$ cat config.mk
export PLATFORM = sky130hd
export DESIGN_NAME = ps2kb_rx_controller
export DESIGN_NICKNAME = d
export VERILOG_FILES = /design/src/rtl/ps2kb_rx_controller.sv
export SDC_FILE = /design/constraint.sdc
export NUM_CORES = 1
export LEC_CHECK = 0
export ABC_AREA = 0
export CAP_MARGIN = 20
export CORE_MARGIN = 3
export CORE_UTILIZATION = 24
export DETAILED_ROUTE_END_ITERATION = 8
export DONT_BUFFER_PORTS = 1
export GPL_ROUTABILITY_DRIVEN = 0
export REMOVE_ABC_BUFFERS = 1
export SYNTH_ARGS = -nofsm -noshare
export SYNTH_HDL_FRONTEND = slang
export SYNTH_SLANG_ARGS = --single-unit
$ cat constraint.sdc
create_clock -name clock -period 4.1 [get_ports clock]
set_clock_uncertainty 0.1 [all_clocks]
set_input_delay 0.615 -clock clock [delete_from_list [all_inputs] [get_ports clock]]
set_output_delay 0.615 -clock clock [all_outputs]
set_load 0.02 [all_outputs]
$ cat src/rtl/ps2kb_rx_controller.sv
`default_nettype none
// ============================================================================
// Module      : ps2kb_rx_controller
// Description : Sits between the PS/2 receive shift register and the XT
//               keyboard port. Queues received scancodes in a small FIFO,
//               presents the head byte with an IRQ, and throttles the keyboard
//               by holding the PS/2 clock low when the FIFO is nearly full, on
//               host request, or after a receive error to force a retransmit.
//               Optional feature macro: PS2KB_CTRL_ERROR_RETRY_EN enables the
//               post-error clock-inhibit state and its cycle counter.
// Revision    : 1.0 - initial release
// ============================================================================
module ps2kb_rx_controller #(
    parameter int          fifo_depth     = 8,
    parameter logic [15:0] inhibit_cycles = 16'd2000
) (
    input  logic       clock,
    input  logic       reset,
    input  logic [7:0] rx_byte,
    input  logic       rx_valid,
    input  logic       rx_error,
    input  logic       host_ack,
    input  logic       host_flush,
    input  logic       host_clock_hold,
    output logic       shift_reset,
    output logic       ps2_clock_inhibit,
    output logic [7:0] data_out,
    output logic       irq,
    output logic       overflow,
    output logic [7:0] error_count
);

    localparam int c_aw = $clog2(fifo_depth);
    localparam int c_pw = c_aw + 1;
    // Pointers differing only in their MSB means the FIFO is full.
    localparam logic [c_pw-1:0] c_full_diff = c_pw'(fifo_depth);
    // One slot is kept free for a byte the keyboard may already be sending.
    localparam logic [c_pw-1:0] c_near_full = c_pw'(fifo_depth - 1);

    typedef enum logic [1:0] {
        ST_IDLE        = 2'd0,
        ST_ERR_INHIBIT = 2'd1,
        ST_HOST_HOLD   = 2'd2
    } state_t;

    state_t          r_state;
    state_t          w_state_next;

    logic [7:0]      r_mem [fifo_depth];
    logic [c_pw-1:0] r_wr_ptr;
    logic [c_pw-1:0] r_rd_ptr;
    logic [c_pw-1:0] w_wr_next;
    logic [c_pw-1:0] w_rd_next;
    logic [c_pw-1:0] w_count_next;

    logic            w_empty;
    logic            w_full;
    logic            w_rx_good;
    logic            w_pop;
    logic            w_push;
    logic            w_drop;
    logic            w_empty_next;
    logic [7:0]      w_head_next;

`ifdef PS2KB_CTRL_ERROR_RETRY_EN
    logic [15:0]     r_cnt;
    logic [15:0]     w_cnt_next;
`else
    // The inhibit length only matters when the retry state is built.
    logic            w_unused_inhibit;
    assign w_unused_inhibit = ^inhibit_cycles;
`endif

    // FIFO bookkeeping: pop before push so a full FIFO can accept on an ack.
    always_comb begin
        w_empty   = (r_wr_ptr == r_rd_ptr);
        w_full    = ((r_wr_ptr ^ r_rd_ptr) == c_full_diff);
        // An error in the same cycle voids the byte; flush ignores everything.
        w_rx_good = rx_valid && !rx_error && !host_flush;
        w_pop     = host_ack && !w_empty && !host_flush;
        w_push    = w_rx_good && (!w_full || w_pop);
        w_drop    = w_rx_good && w_full && !w_pop;

        w_wr_next = r_wr_ptr;
        w_rd_next = r_rd_ptr;
        if (host_flush) begin
            w_wr_next = '0;
            w_rd_next = '0;
        end else begin
            if (w_pop) begin
                w_rd_next = r_rd_ptr + c_pw'(1);
            end
            if (w_push) begin
                w_wr_next = r_wr_ptr + c_pw'(1);
            end
        end

        w_count_next = w_wr_next - w_rd_next;
        w_empty_next = (w_wr_next == w_rd_next);

        // Registered head: bypass the byte being written when it becomes head.
        if (w_empty_next) begin
            w_head_next = 8'h00;
        end else if (w_push && (w_rd_next == r_wr_ptr)) begin
            w_head_next = rx_byte;
        end else begin
            w_head_next = r_mem[w_rd_next[c_aw-1:0]];
        end
    end

    // Next-state logic: host hold/flush dominates, then error retry handling.
    always_comb begin
        w_state_next = r_state;
`ifdef PS2KB_CTRL_ERROR_RETRY_EN
        w_cnt_next   = r_cnt;
`endif
        if (host_clock_hold || host_flush) begin
            w_state_next = ST_HOST_HOLD;
        end else begin
            case (r_state)
                ST_IDLE: begin
`ifdef PS2KB_CTRL_ERROR_RETRY_EN
                    if (rx_error) begin
                        w_state_next = ST_ERR_INHIBIT;
                        w_cnt_next   = 16'd0;
                    end
`endif
                end
                ST_ERR_INHIBIT: begin
`ifdef PS2KB_CTRL_ERROR_RETRY_EN
                    if (rx_error) begin
                        w_cnt_next = 16'd0;
                    end else if (r_cnt == (inhibit_cycles - 16'd1)) begin
                        w_state_next = ST_IDLE;
                    end else begin
                        w_cnt_next = r_cnt + 16'd1;
                    end
`else
                    w_state_next = ST_IDLE;
`endif
                end
                ST_HOST_HOLD: begin
                    w_state_next = ST_IDLE;
                end
                default: begin
                    w_state_next = ST_IDLE;
                end
            endcase
        end
    end

    // State register.
    always_ff @(negedge clock or posedge reset) begin
        if (reset) begin
            r_state <= ST_IDLE;
        end else begin
            r_state <= w_state_next;
        end
    end

`ifdef PS2KB_CTRL_ERROR_RETRY_EN
    // Inhibit-duration counter for the error retry window.
    always_ff @(negedge clock or posedge reset) begin
        if (reset) begin
            r_cnt <= 16'd0;
        end else begin
            r_cnt <= w_cnt_next;
        end
    end
`endif

    // FIFO storage; contents need no reset since the pointers qualify them.
    always_ff @(negedge clock) begin
        if (w_push) begin
            r_mem[r_wr_ptr[c_aw-1:0]] <= rx_byte;
        end
    end

    // FIFO pointers.
    always_ff @(negedge clock or posedge reset) begin
        if (reset) begin
            r_wr_ptr <= '0;
            r_rd_ptr <= '0;
        end else begin
            r_wr_ptr <= w_wr_next;
            r_rd_ptr <= w_rd_next;
        end
    end

    // Registered host-facing and keyboard-facing outputs.
    always_ff @(negedge clock or posedge reset) begin
        if (reset) begin
            shift_reset       <= 1'b1;
            ps2_clock_inhibit <= 1'b0;
            data_out          <= 8'h00;
            irq               <= 1'b0;
            overflow          <= 1'b0;
            error_count       <= 8'h00;
        end else begin
            shift_reset       <= (w_state_next != ST_IDLE);
            ps2_clock_inhibit <= (w_state_next != ST_IDLE) ||
                                 (w_count_next >= c_near_full);
            data_out          <= w_head_next;
            irq               <= !w_empty_next && !host_flush;
            if (host_flush) begin
                overflow <= 1'b0;
            end else if (w_drop) begin
                overflow <= 1'b1;
            end
            if (rx_error && (error_count != 8'hFF)) begin
                error_count <= error_count + 8'd1;
            end
        end
    end

endmodule
`default_nettype wire

==> results of run 1 <==
-- logic make-up (layout without fill, tap and decap cells) --
kind of cell,after synthesis,count (layout)
xor gates and xnor gates,19,19
buffers and inverters,25,132
and+or+nand+nor,81,81
adders and majority gates,7,7
AOI/OAI and AO/OA,34,34
muxes,31,31
DFF,92,92
-- cells in the final DEF (no fill, tap or decap), drive strengths merged, types with 8 or more instances in the layout --
cell type and n:
buf 40, clkbuf 10, nor3 14, dfrtn 27, mux2 23, edfxtp 64, inv 79, mux2i 8
nor2 29, xnor2 14
-- registers in the layout, indices dropped and copies added, names as in the netlist --
name               count
irq                    1
overflow               1
ps2_clock_inhibit      1
r_rd_ptr               4
shift_reset            1
data_out               8
error_count            8
r_mem                 64
r_wr_ptr               4
-- stage by stage --
step	setup WS [ns]	TNS, ns
after floorplan	-1.632	-25.60
after global placement	-0.8781	-30.31
after detailed placement	-0.9848	-33.21
after CTS	-0.2023	-1.173
after global routing	-0.3622	-1.904
final	-0.3207	-1.162
-- layout make-up --
type                       count  area, um2  share of cell area
clock inverter                71      305.3             0.05627
clock buffer                  10      229.0             0.04220
timing repair buffer          40      369.1             0.06804
multi-input combinational    172       1574              0.2901
inverter                      11      48.80            0.008994
sequential                    92       2624              0.4836
tap                          220      275.3             0.05074
-- report_power, final --
group          internal [mW]  switching, mW  total, mW
Combinational          0.152          0.157      0.310
Clock                  0.512          0.529       1.04
Sequential              1.08          0.146       1.22
Total                   1.74          0.832       2.57
-- per-layer routing --
layer	global-route usage	wire length [um]	vias up
met1	0.1234	4065	1371
met5	0	0	-
met2	0.1719	4651	63
li1	-	-	1289
met3	0.04966	748	9
met4	0.02704	101	0
-- worst max-delay path: stages --
cell,delay [ns]
sky130_fd_sc_hd__nor2b_4,0.15
sky130_fd_sc_hd__o31ai_4,0.11
sky130_fd_sc_hd__buf_4,0.16
sky130_fd_sc_hd__xor2_1,0.13
sky130_fd_sc_hd__or2_4,0.26
sky130_fd_sc_hd__ha_4,0.17
sky130_fd_sc_hd__fa_2,0.52
sky130_fd_sc_hd__nor3_1,0.05
sky130_fd_sc_hd__or3_1,0.30
-- path summary, 6_finish.rpt --
path | from | end | slack (ns) | cells past startpoint
max | rx_valid | ps2_clock_inhibit | -0.32 | 9
min | error_count[4] | error_count[4] | 0.46 | 1
max reg2reg | r_wr_ptr[2] | ps2_clock_inhibit | 0.89 | 10
min reg2reg | error_count[4] | error_count[4] | 0.46 | 1
max in group asynchronous | reset | shift_reset | 1.58 | 2
min in group asynchronous | reset | data_out[2] | 2.02 | 2
-- timing repair --
item	CTS	global route
setup buffers	6	3
pin swaps	22	16
gates resized for setup	31	8
endpoints found under the setup margin	34	10
gates cloned	1	0
==> impl_metrics.ini, run 1 <==
[outcome]
run_status = complete, but fails checks
violations = setup timing

[placement]
placed_cells = 527
placement.io_buffers = 0
placed_cell_area_um2 = 4682
detailedPlacementHpwl_um = 6415

[grt]
global_route_wire_length_before_repair_um = 15560
grt-ovfl-total = 0
grt_max_degree = 20
via_count_of_the_first_global_routing_pass = 2834
grt_antenna_before_repair = 0
grtUsageTotal = 0.1044

[min_path]
hold_class = register to register

[logic_synthesis]
ys_seq_elements = 92
post_synth_main_area_contributors = sky130_fd_sc_hd__edfxtp_1, sky130_fd_sc_hd__dfrtn_1, sky130_fd_sc_hd__mux2_1, sky130_fd_sc_hd__nor2_1, sky130_fd_sc_hd__mux2_2
compound_gate_portion_of_the_synthesized_area = 0.07836
netlist.top_cell.by_area = sky130_fd_sc_hd__edfxtp_1
largest_family_of_logic_cells_by_synthesized_area = simple AND/OR/NAND/NOR gates
synth_edf_count = 64
synth_common_cells = sky130_fd_sc_hd__edfxtp_1, sky130_fd_sc_hd__nor2_1, sky130_fd_sc_hd__dfrtn_1
yosys.area_share.adder = 0.02256
synth_mux_area_frac = 0.08608
post_synth_inst_count = 289
simple_logic_cell_fraction_of_the_synthesized_area = 0.1089
synth.yosys.warnings = 0
synth_top_area_share = 0.4559
dominantRegCellSynth = sky130_fd_sc_hd__edfxtp_1
synthMostInstantiatedCell = sky130_fd_sc_hd__edfxtp_1
synth-xor-area-share = 0.04838
mappedNetlistArea_um2 = 4215
yosysSeqAreaShare = 0.6224
async_flop_share = 0.3043
avgSynthCellArea_um2 = 14.59
synth_cell_type_count = 51

[sta]
tightestPinTransition_ns = 0.6994
hold_slack_ns = 0.4595
relSlewSlack = 0.5320
final_max_slew_viols = 0
final.setup.worst_slack_ns = -0.3207
rsz0062_at_grt = true
finalHoldViolations = 0
report.final.setup_viol = 10

[floorplan]
floorplan.rows = 47
die_area_um2 = 19190
die_x_um = 138.5
core_area_um2 = 16880
io_pins = 35
die_y_um = 138.5
floorplan.initialDensity = 0.2498

[drt]
wl_per_cell_um = 15.53
detail_route.first_pass.iterations = 4
drt-total-wl_um = 9566
vias_per_cell = 4.435
dr.first_iter.drc_count = 189
drc = 0
route.vias.total = 2732
antenna_left = 0

[clock_network]
clock_latency_late_sink_ns = 0.41
clock-sinks = 92
cts_max_path_buffers = 2
clk_pin_slew_worst_paths_ns = 0.05
h-tree-depth = 3
clk_root_buffer_cell = sky130_fd_sc_hd__clkbuf_16
cts-hold-fix-buffers = 0
tritoncts = built
numCtsBuffers = 9

[critical_path]
crit_fanout = 4
worst-endpoint-required_ns = 2.14
worst_setup_path_start_kind = input port
worst_setup_path_end_kind = register
critPathKind = input port to register
arrival_ns = 2.46

[pwr]
post-layout-total-power_mw = 2.572
static-leakage-power_nw = 2.203
powerDensity_nw_per_um2 = 474.0
peakVddDrop_v = 0.0003258

[layout]
final_nets = 413
num_antenna_cells = 0
drive_gt1_frac = 0.3005
flow.area_growth_from_synthesis_pct = 28.70
final_area_um2 = 5425
layout.cells.non_filler = 616
final_core_utilization = 0.3214
filler_cell_count = 1676

[flow_run]
maxCapViolations = 0
Note: power is estimated with default switching activity, not from simulation.
==> inputs of run 2 (changes only) <==
--- a/config.mk
+++ b/config.mk
@@ -7,11 +7,15 @@
 export LEC_CHECK = 0
 export ABC_AREA = 0
 export CAP_MARGIN = 20
+export CELL_PAD_IN_SITES_DETAIL_PLACEMENT = 0
+export CELL_PAD_IN_SITES_GLOBAL_PLACEMENT = 1
 export CORE_MARGIN = 3
 export CORE_UTILIZATION = 24
+export CTS_CLUSTER_SIZE = 8
 export DETAILED_ROUTE_END_ITERATION = 8
 export DONT_BUFFER_PORTS = 1
 export GPL_ROUTABILITY_DRIVEN = 0
+export PLACE_DENSITY_LB_ADDON = 0.1
 export REMOVE_ABC_BUFFERS = 1
 export SYNTH_ARGS = -nofsm -noshare
 export SYNTH_HDL_FRONTEND = slang
==> impl_metrics.ini, run 2 (synthesized netlist as in run 1, its figures left out) <==
[critical_path]
arrival_ns = 2.39
worst_setup_path_end_kind = register
setup.reg_to_reg.worst_slack_ns = 0.78
critPathKind = input port to register
worst-endpoint-required_ns = 2.15
crit_fanout = 7
worst_setup_path_start_kind = input port

[clock_network]
clock_latency_late_sink_ns = 0.41
numCtsBuffers = 9
cts-hold-fix-buffers = 0
cts_max_path_buffers = 2
tritoncts = built
clk_root_buffer_cell = sky130_fd_sc_hd__clkbuf_16
h-tree-depth = 3
clk_pin_slew_worst_paths_ns = 0.05
clock-sinks = 92

[pwr]
post-layout-total-power_mw = 2.717
static-leakage-power_nw = 2.343
relative_contribution_of_sequential_cells_to_total_power = 0.451
p_sw_frac = 0.3077
power_frac_clock = 0.425
power.switching_mw = 0.8360
internal-power_mw = 1.881
powerDensity_nw_per_um2 = 479.1
peakVddDrop_v = 0.0002642
share_comb_of_total_power = 0.124

[layout]
multi_input_comb_area_um2 = 1609
layout_common_cells = sky130_fd_sc_hd__inv_1, sky130_fd_sc_hd__edfxtp_1, sky130_fd_sc_hd__buf_4, sky130_fd_sc_hd__dfrtn_1, sky130_fd_sc_hd__nor2_1
flow.area_growth_from_synthesis_pct = 34.52
drive_gt1_frac = 0.3429
num_antenna_cells = 0
final_core_utilization = 0.3360
final_nets = 434
seq_area_um2 = 2624
layout_commonest_cell = sky130_fd_sc_hd__inv_1
largest_reg_flops = 64
filler_cell_count = 1676

[outcome]
violations = setup timing
run_status = complete, but fails checks

[drt]
dr.first_iter.drc_count = 153
drt-total-wl_um = 11300
drc = 0
detail_route.first_pass.iterations = 4
vias_per_cell = 4.399
antenna_left = 0
route.vias.total = 2802
wl_per_cell_um = 17.73

[sta]
report.final.setup_viol = 8
final_max_slew_viols = 0
tightestPinTransition_ns = 0.5452
timing.setup.tns_ns = -1.441
final.setup.worst_slack_ns = -0.2402
finalHoldViolations = 0
rsz0062_at_grt = true
relSlewSlack = 0.6348

[floorplan]
core_area_um2 = 16880
io_pins = 35
floorplan.rows = 47
die_y_um = 138.5
floorplan.initialDensity = 0.2498
die_area_um2 = 19190
die_x_um = 138.5

[grt]
global_route_wire_length_before_repair_um = 17690
grtUsageTotal = 0.1224
grt-ovfl-total = 0
grt_antenna_before_repair = 0
via_count_of_the_first_global_routing_pass = 2966
grt_max_degree = 20

[placement]
placement.io_buffers = 0
detailedPlacementHpwl_um = 7726

[min_path]
hold_class = register to register

[flow_run]
maxCapViolations = 0
run 2: layout make-up:
cell class | instances | area share
clock buffers | 11 | 0.04854
clock inverters | 70 | 0.05384
well taps | 220 | 0.04854
multi-input cells | 173 | 0.2838
flip-flops and latches | 92 | 0.4627
repair buffers | 60 | 0.09334
inverters | 11 | 0.009267
run 2: final timing paths:
check	end	cells after the start	start
setup / recovery	data_out[5]	9	host_ack
hold reg to reg	error_count[4]	1	error_count[4]
setup reg to reg	ps2_clock_inhibit	10	r_wr_ptr[1]
max in group asynchronous	shift_reset	2	reset
hold / removal	error_count[4]	1	error_count[4]
min in group asynchronous	error_count[4]	2	reset
run 2: power groups by stage:
stage	Clock [mW]	Combinational, mW	Sequential [mW]
after floorplan	0.0959	0.208	1.21
after global placement	0.0959	0.305	1.24
after detailed placement	0.0959	0.304	1.24
after CTS	1.20	0.341	1.23
after global routing	1.31	0.372	1.24
final	1.15	0.337	1.23
run 2: worst max-delay path: stages:
cell and delay (ns):
sky130_fd_sc_hd__inv_8 0.01, sky130_fd_sc_hd__a41oi_4 0.18, sky130_fd_sc_hd__mux2i_2 0.25, sky130_fd_sc_hd__buf_6 0.19
sky130_fd_sc_hd__buf_8 0.13, sky130_fd_sc_hd__mux2_4 0.30, sky130_fd_sc_hd__a222oi_1 0.43, sky130_fd_sc_hd__o211a_1 0.24
sky130_fd_sc_hd__nor3_2 0.04
run 2: layer usage:
layer,share of wire,track usage,vias up
met5,0,0,-
met3,0.046,0.04138,12
met1,0.45,0.1495,1404
li1,-,-,1334
met2,0.49,0.2038,52
met4,0.012,0.04056,0
run 2: repair_timing:
action | CTS | global route
endpoints found under the setup margin | 20 | 10
endpoints found under the hold margin | 0 | 0
gates resized for setup | 39 | 8
setup buffers | 11 | 2
gates cloned | 1 | 0
pin swaps | 23 | 10
run 2: per-stage QoR:
stage / instances / area [um2] / hold slack (ns) / setup WS, ns
after floorplan: 276 / 4120 / 0.4174 / -1.632
after global placement: 543 / 4777 / 0.4444 / -0.8870
after detailed placement: 543 / 4777 / 0.4515 / -0.9885
after CTS: 635 / 5634 / 0.4528 / -0.2358
after global routing: 637 / 5670 / 0.4833 / -0.3110
final: 637 / 5670 / 0.4482 / -0.2402
==> inputs of run 3 (changes only) <==
--- a/config.mk
+++ b/config.mk
@@ -11,12 +11,12 @@
 export CELL_PAD_IN_SITES_GLOBAL_PLACEMENT = 1
 export CORE_MARGIN = 3
 export CORE_UTILIZATION = 24
+export CTS_BUF_LIST = sky130_fd_sc_hd__clkbuf_4
 export CTS_CLUSTER_SIZE = 8
 export DETAILED_ROUTE_END_ITERATION = 8
 export DONT_BUFFER_PORTS = 1
 export GPL_ROUTABILITY_DRIVEN = 0
 export PLACE_DENSITY_LB_ADDON = 0.1
-export REMOVE_ABC_BUFFERS = 1
 export SYNTH_ARGS = -nofsm -noshare
 export SYNTH_HDL_FRONTEND = slang
 export SYNTH_SLANG_ARGS = --single-unit
==> impl_metrics.ini, run 3 (synthesized netlist as in run 1, its figures left out) <==
[drt]
detail_route.first_pass.iterations = 4
vias_per_cell = 4.376
drt-total-wl_um = 10950
antenna_left = 0
route.vias.total = 2713
wl_per_cell_um = 17.65
dr.first_iter.drc_count = 123
drc = 0

[layout]
layout_common_cells = sky130_fd_sc_hd__inv_1, sky130_fd_sc_hd__edfxtp_1, sky130_fd_sc_hd__buf_4, sky130_fd_sc_hd__dfrtn_1, sky130_fd_sc_hd__nor2_1
final_core_utilization = 0.3191
layout_commonest_cell = sky130_fd_sc_hd__inv_1
layout.cells.non_filler = 620
drive_gt1_frac = 0.2982
filler_cell_count = 1704
final_nets = 416
largest_reg_flops = 64
flow.area_growth_from_synthesis_pct = 27.75

[pwr]
power.switching_mw = 0.8032
static-leakage-power_nw = 2.162
p_sw_frac = 0.3476
powerDensity_nw_per_um2 = 429.1
internal-power_mw = 1.508
power_frac_clock = 0.334
peakVddDrop_v = 0.0002206
share_comb_of_total_power = 0.139
relative_contribution_of_sequential_cells_to_total_power = 0.527

[placement]
pre_cts_slack_ns = -0.7878
detailedPlacementHpwl_um = 7480
placement.io_buffers = 0
placed_cells = 537

[outcome]
run_status = complete, but fails checks
violations = setup timing

[sta]
finalHoldViolations = 0
rsz0062_at_grt = true
relSlewSlack = 0.5910
tightestPinTransition_ns = 0.6135
timing.setup.tns_ns = -0.5198
final.setup.worst_slack_ns = -0.1468
report.final.setup_viol = 9
final_max_slew_viols = 0

[clock_network]
clock-sinks = 92
clock_latency_late_sink_ns = 0.50
cts_max_path_buffers = 2
tritoncts = built
clk_pin_slew_worst_paths_ns = 0.10
cts-hold-fix-buffers = 0
numCtsBuffers = 9
h-tree-depth = 3
clk_root_buffer_cell = sky130_fd_sc_hd__clkbuf_4

[critical_path]
crit_fanout = 7
worst_setup_path_end_kind = register
crit_slowest_cell = sky130_fd_sc_hd__fa_2
largest_stage_delay_on_the_critical_path_ns = 0.51
worst_setup_path_start_kind = input port
path_cells = inv_8 > a41oi_4 > buf_6 > mux2i_4 > inv_4 > ha_4 > fa_2 > nor3_1 > or3_1
worst-endpoint-required_ns = 2.22
critical_path_buf_inv_count = 3
cp_top_family = adder cells
arrival_ns = 2.37
critPathKind = input port to register

[floorplan]
floorplan.initialDensity = 0.2498
core_area_um2 = 16880
die_x_um = 138.5
io_pins = 35
die_y_um = 138.5
die_area_um2 = 19190
floorplan.rows = 47

[grt]
grt_antenna_before_repair = 1
grt_max_degree = 20
grt-ovfl-total = 0
global_route_wire_length_before_repair_um = 17170
grtUsageTotal = 0.1185
via_count_of_the_first_global_routing_pass = 2887

[min_path]
hold_class = register to register

[logic_synthesis]
postSynthNetCount = 311

[flow_run]
maxCapViolations = 0
==> run 3: worst reg2reg max path, stage by stage, from the launching register on <==
cell	delay (ns)
sky130_fd_sc_hd__dfrtn_1	0.82
sky130_fd_sc_hd__xnor2_2	0.25
sky130_fd_sc_hd__nand3_1	0.20
sky130_fd_sc_hd__o31ai_4	0.39
sky130_fd_sc_hd__mux2i_1	0.12
sky130_fd_sc_hd__or2_4	0.29
sky130_fd_sc_hd__buf_6	0.12
sky130_fd_sc_hd__fa_2	0.55
sky130_fd_sc_hd__nor3_1	0.05
sky130_fd_sc_hd__or3_1	0.30
==> run 3: area by class of cell <==
cell class,count,area (um2),area share
multi-input combinational,172,1598,0.2967
timing repair buffer,43,441.7,0.08202
tap,220,275.3,0.05112
clock inverter,71,317.8,0.05901
antenna,1,2.502,0.0004647
clock buffer,10,75.07,0.01394
sequential,92,2624,0.4872
inverter,11,51.30,0.009526
==> run 3: power by group through the flow <==
stage / sequential, mW / combinational [mW] / clock [mW]
global route: 1.23 / 0.354 / 0.932
floorplan: 1.21 / 0.237 / 0.0959
global placement: 1.24 / 0.308 / 0.0959
detailed placement: 1.24 / 0.311 / 0.0959
CTS: 1.22 / 0.323 / 0.814
finish: 1.22 / 0.320 / 0.772
==> run 3: worst paths after layout <==
check	startpoint	end	slack, ns	cells after the start
worst max-delay path	host_ack	ps2_clock_inhibit	-0.15	9
min in group asynchronous	reset	data_out[5]	1.91	1
worst max register to register	r_wr_ptr[2]	ps2_clock_inhibit	0.76	9
worst min register to register	error_count[3]	error_count[3]	0.47	1
max in group asynchronous	reset	ps2_clock_inhibit	1.44	2
worst min-delay path	error_count[3]	error_count[3]	0.47	1
==> run 3: metrics by stage <==
step | hold slack (ns) | total power, mW | instance area, um2
2_1_floorplan | 0.3935 | 1.544 | 4302
3_3_place_gp | 0.4408 | 1.641 | 4866
3_5_place_dp | 0.4603 | 1.644 | 4866
4_1_cts | 0.4712 | 2.358 | 5330
5_1_grt | 0.4858 | 2.512 | 5385
6_report | 0.4665 | 2.311 | 5385
==> run 3: repair_timing <==
action	in CTS	in global routing
endpoints found under the setup margin	10	10
endpoints found under the hold margin	0	0
resized for setup	11	10
pin swaps	1	5
buffers inserted	2	0
==> run 3: metal layers <==
| metal | track usage | up-vias | wire [um] |
|---|---|---|---|
| met3 | 0.04138 | 8 | 405 |
| met1 | 0.1498 | 1378 | 5049 |
| met4 | 0.03432 | 0 | 102 |
| li1 | - | 1291 | - |
| met2 | 0.1930 | 36 | 5389 |
| met5 | 0 | - | 0 |
